[src/rtl/tile_seq.sv]
// rtl/tile_seq.sv - multi-tile sequencer: weight load, activation load, array run, result store per tile
// Optional feature macro TILE_SEQ_OVERLAP_EN: parallel weight/activation loads and next-tile weight prefetch.
module tile_seq #(
  parameter int AW = 32,
  parameter int DW = 10,
  parameter int NT = 8
) (
  input  logic          clk,
  input  logic          reset,
  input  logic          cmd_valid,
  output logic          cmd_ready,
  input  logic [AW-1:0] cmd_act_addr,
  input  logic [AW-1:0] cmd_wei_addr,
  input  logic [AW-1:0] cmd_out_addr,
  input  logic [DW-1:0] cmd_row,
  input  logic [DW-1:0] cmd_col,
  input  logic [NT-1:0] cmd_ntiles,
  input  logic          uni_ready,
  input  logic          uni_busy,
  output logic          uni_load,
  output logic          uni_type,
  output logic [AW-1:0] uni_init_addr,
  output logic [AW-1:0] uni_out_addr,
  output logic [DW-1:0] uni_row,
  output logic [DW-1:0] uni_col,
  input  logic          wei_ready,
  input  logic          wei_busy,
  output logic          wei_load,
  output logic [AW-1:0] wei_init_addr,
  output logic [DW-1:0] wei_row,
  output logic [DW-1:0] wei_col,
  output logic          arr_start,
  input  logic          arr_done,
  output logic          busy,
  output logic          done,
  output logic          err
);

  typedef enum logic [3:0] {
    S_IDLE, S_LD_WEI, S_WT_WEI, S_LD_ACT, S_WT_ACT, S_RUN,
    S_WT_RUN, S_ST, S_WT_ST, S_NEXT, S_LD_BOTH, S_WT_BOTH
  } state_t;

`ifdef TILE_SEQ_OVERLAP_EN
  localparam state_t S_TILE_START = S_LD_BOTH;
`else
  localparam state_t S_TILE_START = S_LD_WEI;
`endif

  state_t        r_state, w_state;
  logic [AW-1:0] r_act_ptr, r_wei_ptr, r_out_ptr, w_act_ptr, w_wei_ptr, w_out_ptr;
  logic [DW-1:0] r_row, r_col, w_row, w_col;
  logic [NT-1:0] r_ntiles, r_tile_cnt, w_ntiles, w_tile_cnt;
  logic          r_seen, w_seen;
  logic          r_w_iss, r_w_seen, r_w_fin, w_w_iss, w_w_seen, w_w_fin;
  logic          r_a_iss, r_a_seen, r_a_fin, w_a_iss, w_a_seen, w_a_fin;

  logic          r_cmd_ready, r_busy, r_done, r_err, w_cmd_ready, w_busy, w_done, w_err;
  logic          r_uni_load, r_uni_type, w_uni_load, w_uni_type;
  logic [AW-1:0] r_uni_init_addr, r_uni_out_addr, w_uni_init_addr, w_uni_out_addr;
  logic [DW-1:0] r_uni_row, r_uni_col, w_uni_row, w_uni_col;
  logic          r_wei_load, w_wei_load;
  logic [AW-1:0] r_wei_init_addr, w_wei_init_addr;
  logic [DW-1:0] r_wei_row, r_wei_col, w_wei_row, w_wei_col;
  logic          r_arr_start, w_arr_start;

  logic [2*DW-1:0] w_prod;
  logic [AW-1:0]   w_sz;
  logic            w_last;

  assign w_prod = {{DW{1'b0}}, r_row} * {{DW{1'b0}}, r_col};
  assign w_sz   = AW'(w_prod);
  assign w_last = (r_tile_cnt + NT'(1)) == r_ntiles;

  always_comb begin
    w_state         = r_state;
    w_act_ptr       = r_act_ptr;
    w_wei_ptr       = r_wei_ptr;
    w_out_ptr       = r_out_ptr;
    w_row           = r_row;
    w_col           = r_col;
    w_ntiles        = r_ntiles;
    w_tile_cnt      = r_tile_cnt;
    w_seen          = r_seen;
    w_w_iss         = r_w_iss;
    w_w_seen        = r_w_seen;
    w_w_fin         = r_w_fin;
    w_a_iss         = r_a_iss;
    w_a_seen        = r_a_seen;
    w_a_fin         = r_a_fin;
    w_uni_type      = r_uni_type;
    w_uni_init_addr = r_uni_init_addr;
    w_uni_out_addr  = r_uni_out_addr;
    w_uni_row       = r_uni_row;
    w_uni_col       = r_uni_col;
    w_wei_init_addr = r_wei_init_addr;
    w_wei_row       = r_wei_row;
    w_wei_col       = r_wei_col;
    w_uni_load      = 1'b0;
    w_wei_load      = 1'b0;
    w_arr_start     = 1'b0;
    w_done          = 1'b0;
    w_err           = 1'b0;

`ifdef TILE_SEQ_OVERLAP_EN
    // Completion tracking runs in any state so a prefetched weight load can finish during WT_ST.
    if (r_w_iss && !r_w_fin) begin
      if (r_w_seen && !wei_busy) begin
        w_w_fin  = 1'b1;
        w_w_seen = 1'b0;
      end else if (wei_busy) begin
        w_w_seen = 1'b1;
      end
    end
    if (r_a_iss && !r_a_fin) begin
      if (r_a_seen && !uni_busy) begin
        w_a_fin  = 1'b1;
        w_a_seen = 1'b0;
      end else if (uni_busy) begin
        w_a_seen = 1'b1;
      end
    end
`endif

    case (r_state)
      S_IDLE: begin
        if (cmd_valid) begin
          w_act_ptr  = cmd_act_addr;
          w_wei_ptr  = cmd_wei_addr;
          w_out_ptr  = cmd_out_addr;
          w_row      = cmd_row;
          w_col      = cmd_col;
          w_ntiles   = (cmd_ntiles == '0) ? NT'(1) : cmd_ntiles;
          w_tile_cnt = '0;
          w_seen     = 1'b0;
          w_w_iss    = 1'b0;
          w_w_seen   = 1'b0;
          w_w_fin    = 1'b0;
          w_a_iss    = 1'b0;
          w_a_seen   = 1'b0;
          w_a_fin    = 1'b0;
          if (cmd_row == '0 || cmd_col == '0) begin
            w_done = 1'b1;
            w_err  = 1'b1;
          end else begin
            w_state = S_TILE_START;
          end
        end
      end
      S_LD_WEI: begin
        if (wei_ready && !wei_busy) begin
          w_wei_load      = 1'b1;
          w_wei_init_addr = r_wei_ptr;
          w_wei_row       = r_row;
          w_wei_col       = r_col;
          w_state         = S_WT_WEI;
        end
      end
      S_WT_WEI: begin
        if (r_seen && !wei_busy) begin
          w_seen  = 1'b0;
          w_state = S_LD_ACT;
        end else if (wei_busy) begin
          w_seen = 1'b1;
        end
      end
      S_LD_ACT: begin
        if (uni_ready && !uni_busy) begin
          w_uni_load      = 1'b1;
          w_uni_type      = 1'b0;
          w_uni_init_addr = r_act_ptr;
          w_uni_row       = r_row;
          w_uni_col       = r_col;
          w_state         = S_WT_ACT;
        end
      end
      S_WT_ACT: begin
        if (r_seen && !uni_busy) begin
          w_seen  = 1'b0;
          w_state = S_RUN;
        end else if (uni_busy) begin
          w_seen = 1'b1;
        end
      end
      S_RUN: begin
        w_arr_start = 1'b1;
        w_state     = S_WT_RUN;
      end
      S_WT_RUN: begin
        if (arr_done) w_state = S_ST;
      end
      S_ST: begin
        if (uni_ready && !uni_busy) begin
          w_uni_load     = 1'b1;
          w_uni_type     = 1'b1;
          w_uni_out_addr = r_out_ptr;
          w_uni_row      = r_row;
          w_uni_col      = r_col;
          w_state        = S_WT_ST;
        end
      end
      S_WT_ST: begin
        if (r_seen && !uni_busy) begin
          w_seen  = 1'b0;
          w_state = S_NEXT;
        end else if (uni_busy) begin
          w_seen = 1'b1;
        end
`ifdef TILE_SEQ_OVERLAP_EN
        if (!r_w_iss && !w_last && wei_ready && !wei_busy) begin
          w_wei_load      = 1'b1;
          w_wei_init_addr = r_wei_ptr + w_sz;
          w_wei_row       = r_row;
          w_wei_col       = r_col;
          w_w_iss         = 1'b1;
        end
`endif
      end
      S_NEXT: begin
        if (w_last) begin
          w_done  = 1'b1;
          w_state = S_IDLE;
        end else begin
          w_tile_cnt = r_tile_cnt + NT'(1);
          w_act_ptr  = r_act_ptr + w_sz;
          w_wei_ptr  = r_wei_ptr + w_sz;
          w_out_ptr  = r_out_ptr + w_sz;
          w_state    = S_TILE_START;
        end
      end
`ifdef TILE_SEQ_OVERLAP_EN
      S_LD_BOTH: begin
        if (!r_w_iss && wei_ready && !wei_busy) begin
          w_wei_load      = 1'b1;
          w_wei_init_addr = r_wei_ptr;
          w_wei_row       = r_row;
          w_wei_col       = r_col;
          w_w_iss         = 1'b1;
        end
        if (!r_a_iss && uni_ready && !uni_busy) begin
          w_uni_load      = 1'b1;
          w_uni_type      = 1'b0;
          w_uni_init_addr = r_act_ptr;
          w_uni_row       = r_row;
          w_uni_col       = r_col;
          w_a_iss         = 1'b1;
        end
        if (w_w_iss && w_a_iss) w_state = S_WT_BOTH;
      end
      S_WT_BOTH: begin
        if (r_w_fin && r_a_fin) begin
          w_w_iss  = 1'b0;
          w_w_seen = 1'b0;
          w_w_fin  = 1'b0;
          w_a_iss  = 1'b0;
          w_a_seen = 1'b0;
          w_a_fin  = 1'b0;
          w_state  = S_RUN;
        end
      end
`endif
      default: w_state = S_IDLE;
    endcase

    w_busy      = (w_state != S_IDLE);
    w_cmd_ready = (w_state == S_IDLE);
  end

  always_ff @(posedge clk or posedge reset) begin
    if (reset) begin
      r_state         <= S_IDLE;
      r_act_ptr       <= '0;
      r_wei_ptr       <= '0;
      r_out_ptr       <= '0;
      r_row           <= '0;
      r_col           <= '0;
      r_ntiles        <= '0;
      r_tile_cnt      <= '0;
      r_seen          <= 1'b0;
      r_w_iss         <= 1'b0;
      r_w_seen        <= 1'b0;
      r_w_fin         <= 1'b0;
      r_a_iss         <= 1'b0;
      r_a_seen        <= 1'b0;
      r_a_fin         <= 1'b0;
      r_cmd_ready     <= 1'b1;
      r_busy          <= 1'b0;
      r_done          <= 1'b0;
      r_err           <= 1'b0;
      r_uni_load      <= 1'b0;
      r_uni_type      <= 1'b0;
      r_uni_init_addr <= '0;
      r_uni_out_addr  <= '0;
      r_uni_row       <= '0;
      r_uni_col       <= '0;
      r_wei_load      <= 1'b0;
      r_wei_init_addr <= '0;
      r_wei_row       <= '0;
      r_wei_col       <= '0;
      r_arr_start     <= 1'b0;
    end else begin
      r_state         <= w_state;
      r_act_ptr       <= w_act_ptr;
      r_wei_ptr       <= w_wei_ptr;
      r_out_ptr       <= w_out_ptr;
      r_row           <= w_row;
      r_col           <= w_col;
      r_ntiles        <= w_ntiles;
      r_tile_cnt      <= w_tile_cnt;
      r_seen          <= w_seen;
      r_w_iss         <= w_w_iss;
      r_w_seen        <= w_w_seen;
      r_w_fin         <= w_w_fin;
      r_a_iss         <= w_a_iss;
      r_a_seen        <= w_a_seen;
      r_a_fin         <= w_a_fin;
      r_cmd_ready     <= w_cmd_ready;
      r_busy          <= w_busy;
      r_done          <= w_done;
      r_err           <= w_err;
      r_uni_load      <= w_uni_load;
      r_uni_type      <= w_uni_type;
      r_uni_init_addr <= w_uni_init_addr;
      r_uni_out_addr  <= w_uni_out_addr;
      r_uni_row       <= w_uni_row;
      r_uni_col       <= w_uni_col;
      r_wei_load      <= w_wei_load;
      r_wei_init_addr <= w_wei_init_addr;
      r_wei_row       <= w_wei_row;
      r_wei_col       <= w_wei_col;
      r_arr_start     <= w_arr_start;
    end
  end

  assign cmd_ready     = r_cmd_ready;
  assign busy          = r_busy;
  assign done          = r_done;
  assign err           = r_err;
  assign uni_load      = r_uni_load;
  assign uni_type      = r_uni_type;
  assign uni_init_addr = r_uni_init_addr;
  assign uni_out_addr  = r_uni_out_addr;
  assign uni_row       = r_uni_row;
  assign uni_col       = r_uni_col;
  assign wei_load      = r_wei_load;
  assign wei_init_addr = r_wei_init_addr;
  assign wei_row       = r_wei_row;
  assign wei_col       = r_wei_col;
  assign arr_start     = r_arr_start;

endmodule

[config.mk]
export PLATFORM = sky130hd
export DESIGN_NAME = tile_seq
export DESIGN_NICKNAME = d
export VERILOG_FILES = /design/src/rtl/tile_seq.sv
export SDC_FILE = /design/constraint.sdc
export NUM_CORES = 1
export LEC_CHECK = 0
export BUFFER_PORTS_ARGS = -buffer_cell sky130_fd_sc_hd__buf_2
export CAP_MARGIN = 25
export CELL_PAD_IN_SITES_DETAIL_PLACEMENT = 1
export CELL_PAD_IN_SITES_GLOBAL_PLACEMENT = 2
export CORE_MARGIN = 2
export CORE_UTILIZATION = 39
export CTS_CLUSTER_SIZE = 16
export DETAILED_ROUTE_END_ITERATION = 8
export PLACE_DENSITY_LB_ADDON = 0.1
export REMOVE_ABC_BUFFERS = 1
export SYNTH_ARGS = -nofsm -noshare
export SYNTH_HDL_FRONTEND = slang
export SYNTH_SLANG_ARGS = --single-unit
[constraint.sdc]
create_clock -name clk -period 24.4 [get_ports clk]
set_input_delay 6.1 -clock clk [delete_from_list [all_inputs] [get_ports clk]]
set_output_delay 6.1 -clock clk [all_outputs]
set_load 0.005 [all_outputs]
==> results of run 1 <==
==> area by class of cell <==
cell class              instances  area share [%]
multi-input cells            1604            50.0
flip-flops and latches        281            31.9
repair buffers                296            7.18
clock buffers                  59            5.27
well taps                     615            3.49
inverters                      93            1.62
clock inverters                 6           0.522
diodes                          1          0.0114
==> metrics by stage <==
stage	hold slack, ns	utilization [%]
after global placement	0.452	43.3
after detailed placement	0.458	43.4
after CTS	0.472	46.0
after global routing	0.491	46.2
final	0.465	46.2
after floorplan	0.454	-
==> cell usage in the layout, fill, tap and decap left out, types with 14 or more instances in the layout <==
cell,count
buf_2,275
and2_1,68
nand4_1,14
xor2_1,23
a21o_1,32
nor3_1,26
ha_1,122
a31oi_1,42
a211oi_1,22
fa_1,65
o211ai_1,17
nand2_1,434
buf_4,18
clkbuf_16,39
xnor2_1,37
o21a_1,15
dfrtp_1,280
and3_1,36
nand3_1,45
mux2_2,86
a21oi_1,114
nor2_1,122
inv_1,91
o21ai_0,91
==> routing by layer <==
metal / GRT usage (%) / part of all wire, %
met5: 0 / 0.077
met2: 43.1 / 50
met3: 3.76 / 3.8
met4: 8.54 / 3.0
met1: 30.4 / 43
==> cells by family after synthesis <==
group / after synthesis
xor gates and xnor gates: 60
adders and majority gates: 187
DFF: 281
muxes: 96
and+or+nand+nor: 817
buffers and inverters: 201
AOI/OAI and AO/OA: 444
==> flip-flops by register name, indices dropped and copies added, names as in the netlist, 10 cells and up <==
signal	cells
uni_col	10
wei_init_addr	32
r_wei_ptr	32
wei_col	10
uni_row	10
r_out_ptr	32
uni_init_addr	32
r_act_ptr	32
uni_out_addr	32
r_row	10
r_col	10
wei_row	10
==> path summary, 6_finish.rpt <==
check / slack [ns] / endpoint
max: 16.21 / r_act_ptr[27]
min: 0.47 / wei_col[5]
max reg2reg: 16.34 / r_wei_ptr[31]
min reg2reg: 0.47 / wei_col[5]
max in group asynchronous: 17.20 / r_act_ptr[28]
min in group asynchronous: 5.62 / wei_load
==> critical path: cells and delay by family <==
family / cells / cell delay, ns
compound gates: 2 / 0.44
buf+inv: 3 / 1.04
simple gates: 2 / 0.95
==> summary.md, run 1 <==
| Metric | Value |
|---|---|
| Outcome | `completed` |
| Synth Area per Inst | `9.03 sq um` |
| DRT iter0 DRCs | `754` |
| Clock net sink count | `281` |
| R2r worst-path depth | `27` |
| Post-cts sizing count | `0` |
| Port bufs | `275` |
| TritonRoute pass-1 iters | `5` |
| DR vias | `approximately 16000` |
| Worst-path cell chain | `buf_2 -> or3b_2 -> buf_4 -> nand2_4 -> buf_4 -> o21ai_0 -> a22o_1` |
| Nets@finish | `2632` |
| CP max stage cell | `buf_4` |
| Synth top area cells | `dfrtp_1, nand2_1, ha_1` |
| Final instance area | `22000 sq um` |
| Final Wtd Congestion | `around 0.84` |
| Synth Area in Compound Gates | `15.3%` |
| Synth Instances | `2086` |
| #FFs+latches synth | `roughly 280` |
| Slowest Stage Delay on Critical Path | `0.61 ns` |
| Pins Over Slew Limit | `0` |
| Die height | `224 um` |
| Placement Rows | `80` |
| Antenna violations before repair | `5` |
| Fin crit period | `8.19 ns` |
| Dpl cells | `2887` |
| Fin Clk Skew | `0.0142 ns` |
| Final Hold Vio Count | `0` |
| Syn Std Cell Area | `18800 sq um` |
| CP Capture Type | `flip-flop` |
| DRC viols | `0` |
| Vias in the first global route | `17300` |
| Post-DP HPWL | `roughly 44 mm` |
| Hold Crit Class | `flip-flop to flip-flop` |
| CTS tree | `done` |
| Kind of critical path | `input port to flip-flop` |
| IO Count | `276` |
| Worst skew pair latency | `between 0.5 and 0.6 ns` |
| FILL cells | `5532` |
| Remaining global-route overflow | `0` |
| WP data arrival | `8.62 ns` |
| Worst setup SP type | `input port` |
| Slew at the pin closest to its max-slew limit | `1.03 ns` |
| First-pass GRT wire length | `96.7 mm` |
| Post-CTS Setup Bufs | `0` |
| Number of CTS-inserted buffers | `37` |
| CP Launch Point | `cmd_valid` |
| Post-synthesis mux area share | `between 5 and 6%` |
| Relative slew margins | `31.1%` |
| Slack of the critical path | `16.21 ns` |
| Clock Path Buffers | `3` |
| Cell depth of the worst hold path | `2` |
| Launch point of the worst reg-to-reg path | `r_row[7]` |
| Multi-input logic area | `11000 sq um` |
| Most numerous cell in the Yosys netlist | `nand2_1` |
| Most used flip-flop cell after synthesis | `dfrtp_1` |
| Number of flops mapped to enable cells by yosys | `0` |
| Yosys cell types | `77` |
| Hold buffer count at cts | `0` |
| Peak Freq | `122 MHz` |
| Clock root buffer master | `clkbuf_16` |
| Critical Path RT | `roughly 25 ns` |
| # setup viols final | `0` |
| Worst slack, placed | `15.67 ns` |
| Tcrit/Tclk final | `33.6%` |
| Most instantiated cells after synthesis | `nand2_1, dfrtp_1, nor2_1` |
| Core Area | `47700 sq um` |
| Post-synthesis xor/xnor area fraction | `2.79%` |
| Die ar. | `50100 sq um` |
| DR WL/cell | `20.3 um` |
| CP most frequent cell | `buf_4` |
| Max Fanout on Critical Path | `49` |
| RSZ-0062 raised after global routing | `false` |
| Largest net degree at the start of global routing | `88` |
| Synth async-reset ratio | `100%` |
| Synth Area in Simple Gates | `approximately 20%` |
| H-Tree Depth | `2` |
| Placed instance area | `~21000 sq um` |
| Layout area overhead | `17.1%` |
| Register area | `7030 sq um` |
| Yosys top cell area share | `37.2%` |
| Max-cap viol count | `0` |
| Adder-cell area share of the yosys netlist | `15.0%` |
| Setup Total Neg Slack | `0 ns` |
| Non-Filler Instances | `2955` |
| Overall die width | `224 um` |
| Hold wc startpoint | `wei_col[5]` |
| Layout cell share with drive strength beyond 1 | `between 10% and 20%` |
| Yosys warning total | `0` |
| Largest family of logic cells by synthesized area | `simple AND/OR/NAND/NOR gates` |
| Post-synthesis sequential area ratio | `between 30% and 40%` |
| Drt total wl | `60.1 mm` |
| Starting Density | `39.4%` |
| GR Util All Layers | `24.4%` |
| Antenna Violating Nets Remaining | `0` |
| Vias/cell | `5.49` |
| CTS clk-pin slew, worst paths | `around 0.050 ns` |
| Biggest area consumer among synthesized cells | `dfrtp_1` |
Power of run 1 is left out: the tool's default activity adds up to more than one toggle a clock period on the data nets, which glitch-free logic cannot reach.
==> run 2: changes to the inputs <==
--- a/config.mk
+++ b/config.mk
@@ -10,7 +10,7 @@
 export CELL_PAD_IN_SITES_DETAIL_PLACEMENT = 1
 export CELL_PAD_IN_SITES_GLOBAL_PLACEMENT = 2
 export CORE_MARGIN = 2
-export CORE_UTILIZATION = 39
+export CORE_UTILIZATION = 36
 export CTS_CLUSTER_SIZE = 16
 export DETAILED_ROUTE_END_ITERATION = 8
 export PLACE_DENSITY_LB_ADDON = 0.1
==> constraint.sdc (replaced) <==
create_clock -name clk -period 8.25 [get_ports clk]
set_input_delay 2.0625 -clock clk [delete_from_list [all_inputs] [get_ports clk]]
set_output_delay 2.0625 -clock clk [all_outputs]
set_load 0.005 [all_outputs]
==> summary.md, run 2 (same netlist as run 1, synthesis figures left out) <==
| Metric | Value |
|---|---|
| CTS clk-pin slew, worst paths | `0.06 ns` |
| Register area | `7030 sq um` |
| DRC viols | `0` |
| WP data arrival | `8.01 ns` |
| Peak Freq | `between 100 and 150 MHz` |
| Die height | `approximately 230 um` |
| Placement Rows | `83` |
| Hold buffer count at cts | `0` |
| Die ar. | `54100 sq um` |
| DRT iter0 DRCs | `677` |
| Final Wtd Congestion | `0.843` |
| RSZ-0062 raised after global routing | `false` |
| Fin crit period | `7.61 ns` |
| CTS tree | `done` |
| Nets@finish | `~2600` |
| Multi-input logic area | `11000 sq um` |
| Antenna Violating Nets Remaining | `0` |
| Max Fanout on Critical Path | `13` |
| Slack of the critical path | `0.638 ns` |
| Antenna violations before repair | `1` |
| Largest net degree at the start of global routing | `108` |
| Starting Density | `36.6%` |
| Relative slew margins | `28.8%` |
| Critical Path RT | `8.64 ns` |
| Kind of critical path | `flip-flop to flip-flop` |
| Post-cts sizing count | `0` |
| CP max stage cell | `dfrtp_1` |
| First-pass GRT wire length | `98.2 mm` |
| Number of CTS-inserted buffers | `36` |
| Max-cap viol count | `0` |
| Port bufs | `275` |
| Slowest Stage Delay on Critical Path | `0.62 ns` |
| Hold Crit Class | `flip-flop to flip-flop` |
| Post-DP HPWL | `45.1 mm` |
| Clock net sink count | `281` |
| FILL cells | `about 6000` |
| # setup viols final | `0` |
| DR WL/cell | `20.4 um` |
| Clock root buffer master | `clkbuf_16` |
| H-Tree Depth | `2` |
| Drt total wl | `61.7 mm` |
| Slew at the pin closest to its max-slew limit | `1.06 ns` |
| DR vias | `16200` |
| Worst setup SP type | `flip-flop` |
| Core Area | `51500 sq um` |
| Worst slack, placed | `0.626 ns` |
| Post-CTS Setup Bufs | `0` |
| Worst skew pair latency | `0.55 ns` |
| Diode count | `0` |
| Remaining global-route overflow | `0` |
| Layout cell share with drive strength beyond 1 | `20.1%` |
| CP delay by family, top | `adder cells` |
| Commonest non-fill, non-tap cell in the layout | `nand2_1` |
| Clock Path Buffers | `3` |
| TritonRoute pass-1 iters | `5` |
| Fin Clk Skew | `0.0181 ns` |
| Reg-to-reg slack, setup | `0.64 ns` |
| GR Util All Layers | `23.2%` |
| Crit path buf inv count | `6` |
| Most frequent cells in the layout | `nand2_1, dfrtp_1, buf_2` |
| Pins Over Slew Limit | `0` |
| Outcome | `completed` |
| Overall die width | `roughly 230 um` |
| Final Hold Vio Count | `0` |
| IO Count | `276` |
| Layout area overhead | `17.3%` |
| Vias/cell | `5.35` |
| Tcrit/Tclk final | `92.3%` |
| CP Capture Type | `flip-flop` |
| Vias in the first global route | `17300` |
## run 2: worst paths after layout
check                                       from  depth (start not counted)                end
worst max-delay path                    r_col[1]                         26      r_act_ptr[30]
worst min-delay path            wei_init_addr[2]                          2   wei_init_addr[2]
worst max register to register          r_col[1]                         26      r_act_ptr[30]
worst min register to register  wei_init_addr[2]                          2   wei_init_addr[2]
max in group asynchronous                  reset                          4  uni_init_addr[25]
min in group asynchronous                  reset                          2           wei_load
## run 2: per-layer routing
layer / up-vias / track usage [%] / part of all wire [%]
met1: 8152 / 30.6 / 45
met2: 246 / 40.2 / 49
met4: 0 / 6.07 / 2.1
met5: - / 0 / 0
met3: 70 / 2.97 / 3.4
li1: 7708 / - / -
## run 2: final cells by class
type	count	share of cell area, %
Clock buffer	50	4.59
Tap cell	680	3.85
Timing Repair Buffer	304	7.45
Clock inverter	12	0.748
Multi-Input combinational cell	1604	49.9
Sequential cell	281	31.8
Inverter	93	1.61
## run 2: stage by stage
stage	hold WS, ns	setup TNS [ns]	cell area [sq um]	instances	utilization (%)
detailed placement	0.459	0	20900	2960	40.5
CTS	0.473	0	22000	3022	42.8
floorplan	0.454	-437.19	18400	1978	-
finish	0.465	0	22100	3024	42.9
global route	0.483	0	22100	3024	42.9
global placement	0.454	0	20900	2960	40.5
## run 2: worst reg2reg max path, stage by stage, from the launching register on
cell      delay (ns)
dfrtp_1         0.62
nand2_1         0.16
fa_1            0.56
inv_1           0.06
fa_1            0.50
inv_1           0.05
fa_1            0.53
inv_1           0.05
fa_1            0.48
inv_1           0.05
fa_1            0.47
inv_1           0.05
ha_1            0.34
and3_1          0.20
a211o_1         0.34
a211o_1         0.29
a31o_2          0.23
a21oi_1         0.17
xnor2_1         0.17
buf_4           0.22
ha_1            0.36
and3_1          0.26
nand3_1         0.10
a311o_1         0.38
and3_1          0.23
o311ai_0        0.38
o311ai_0        0.22
Power of run 2 is left out for the same reason.
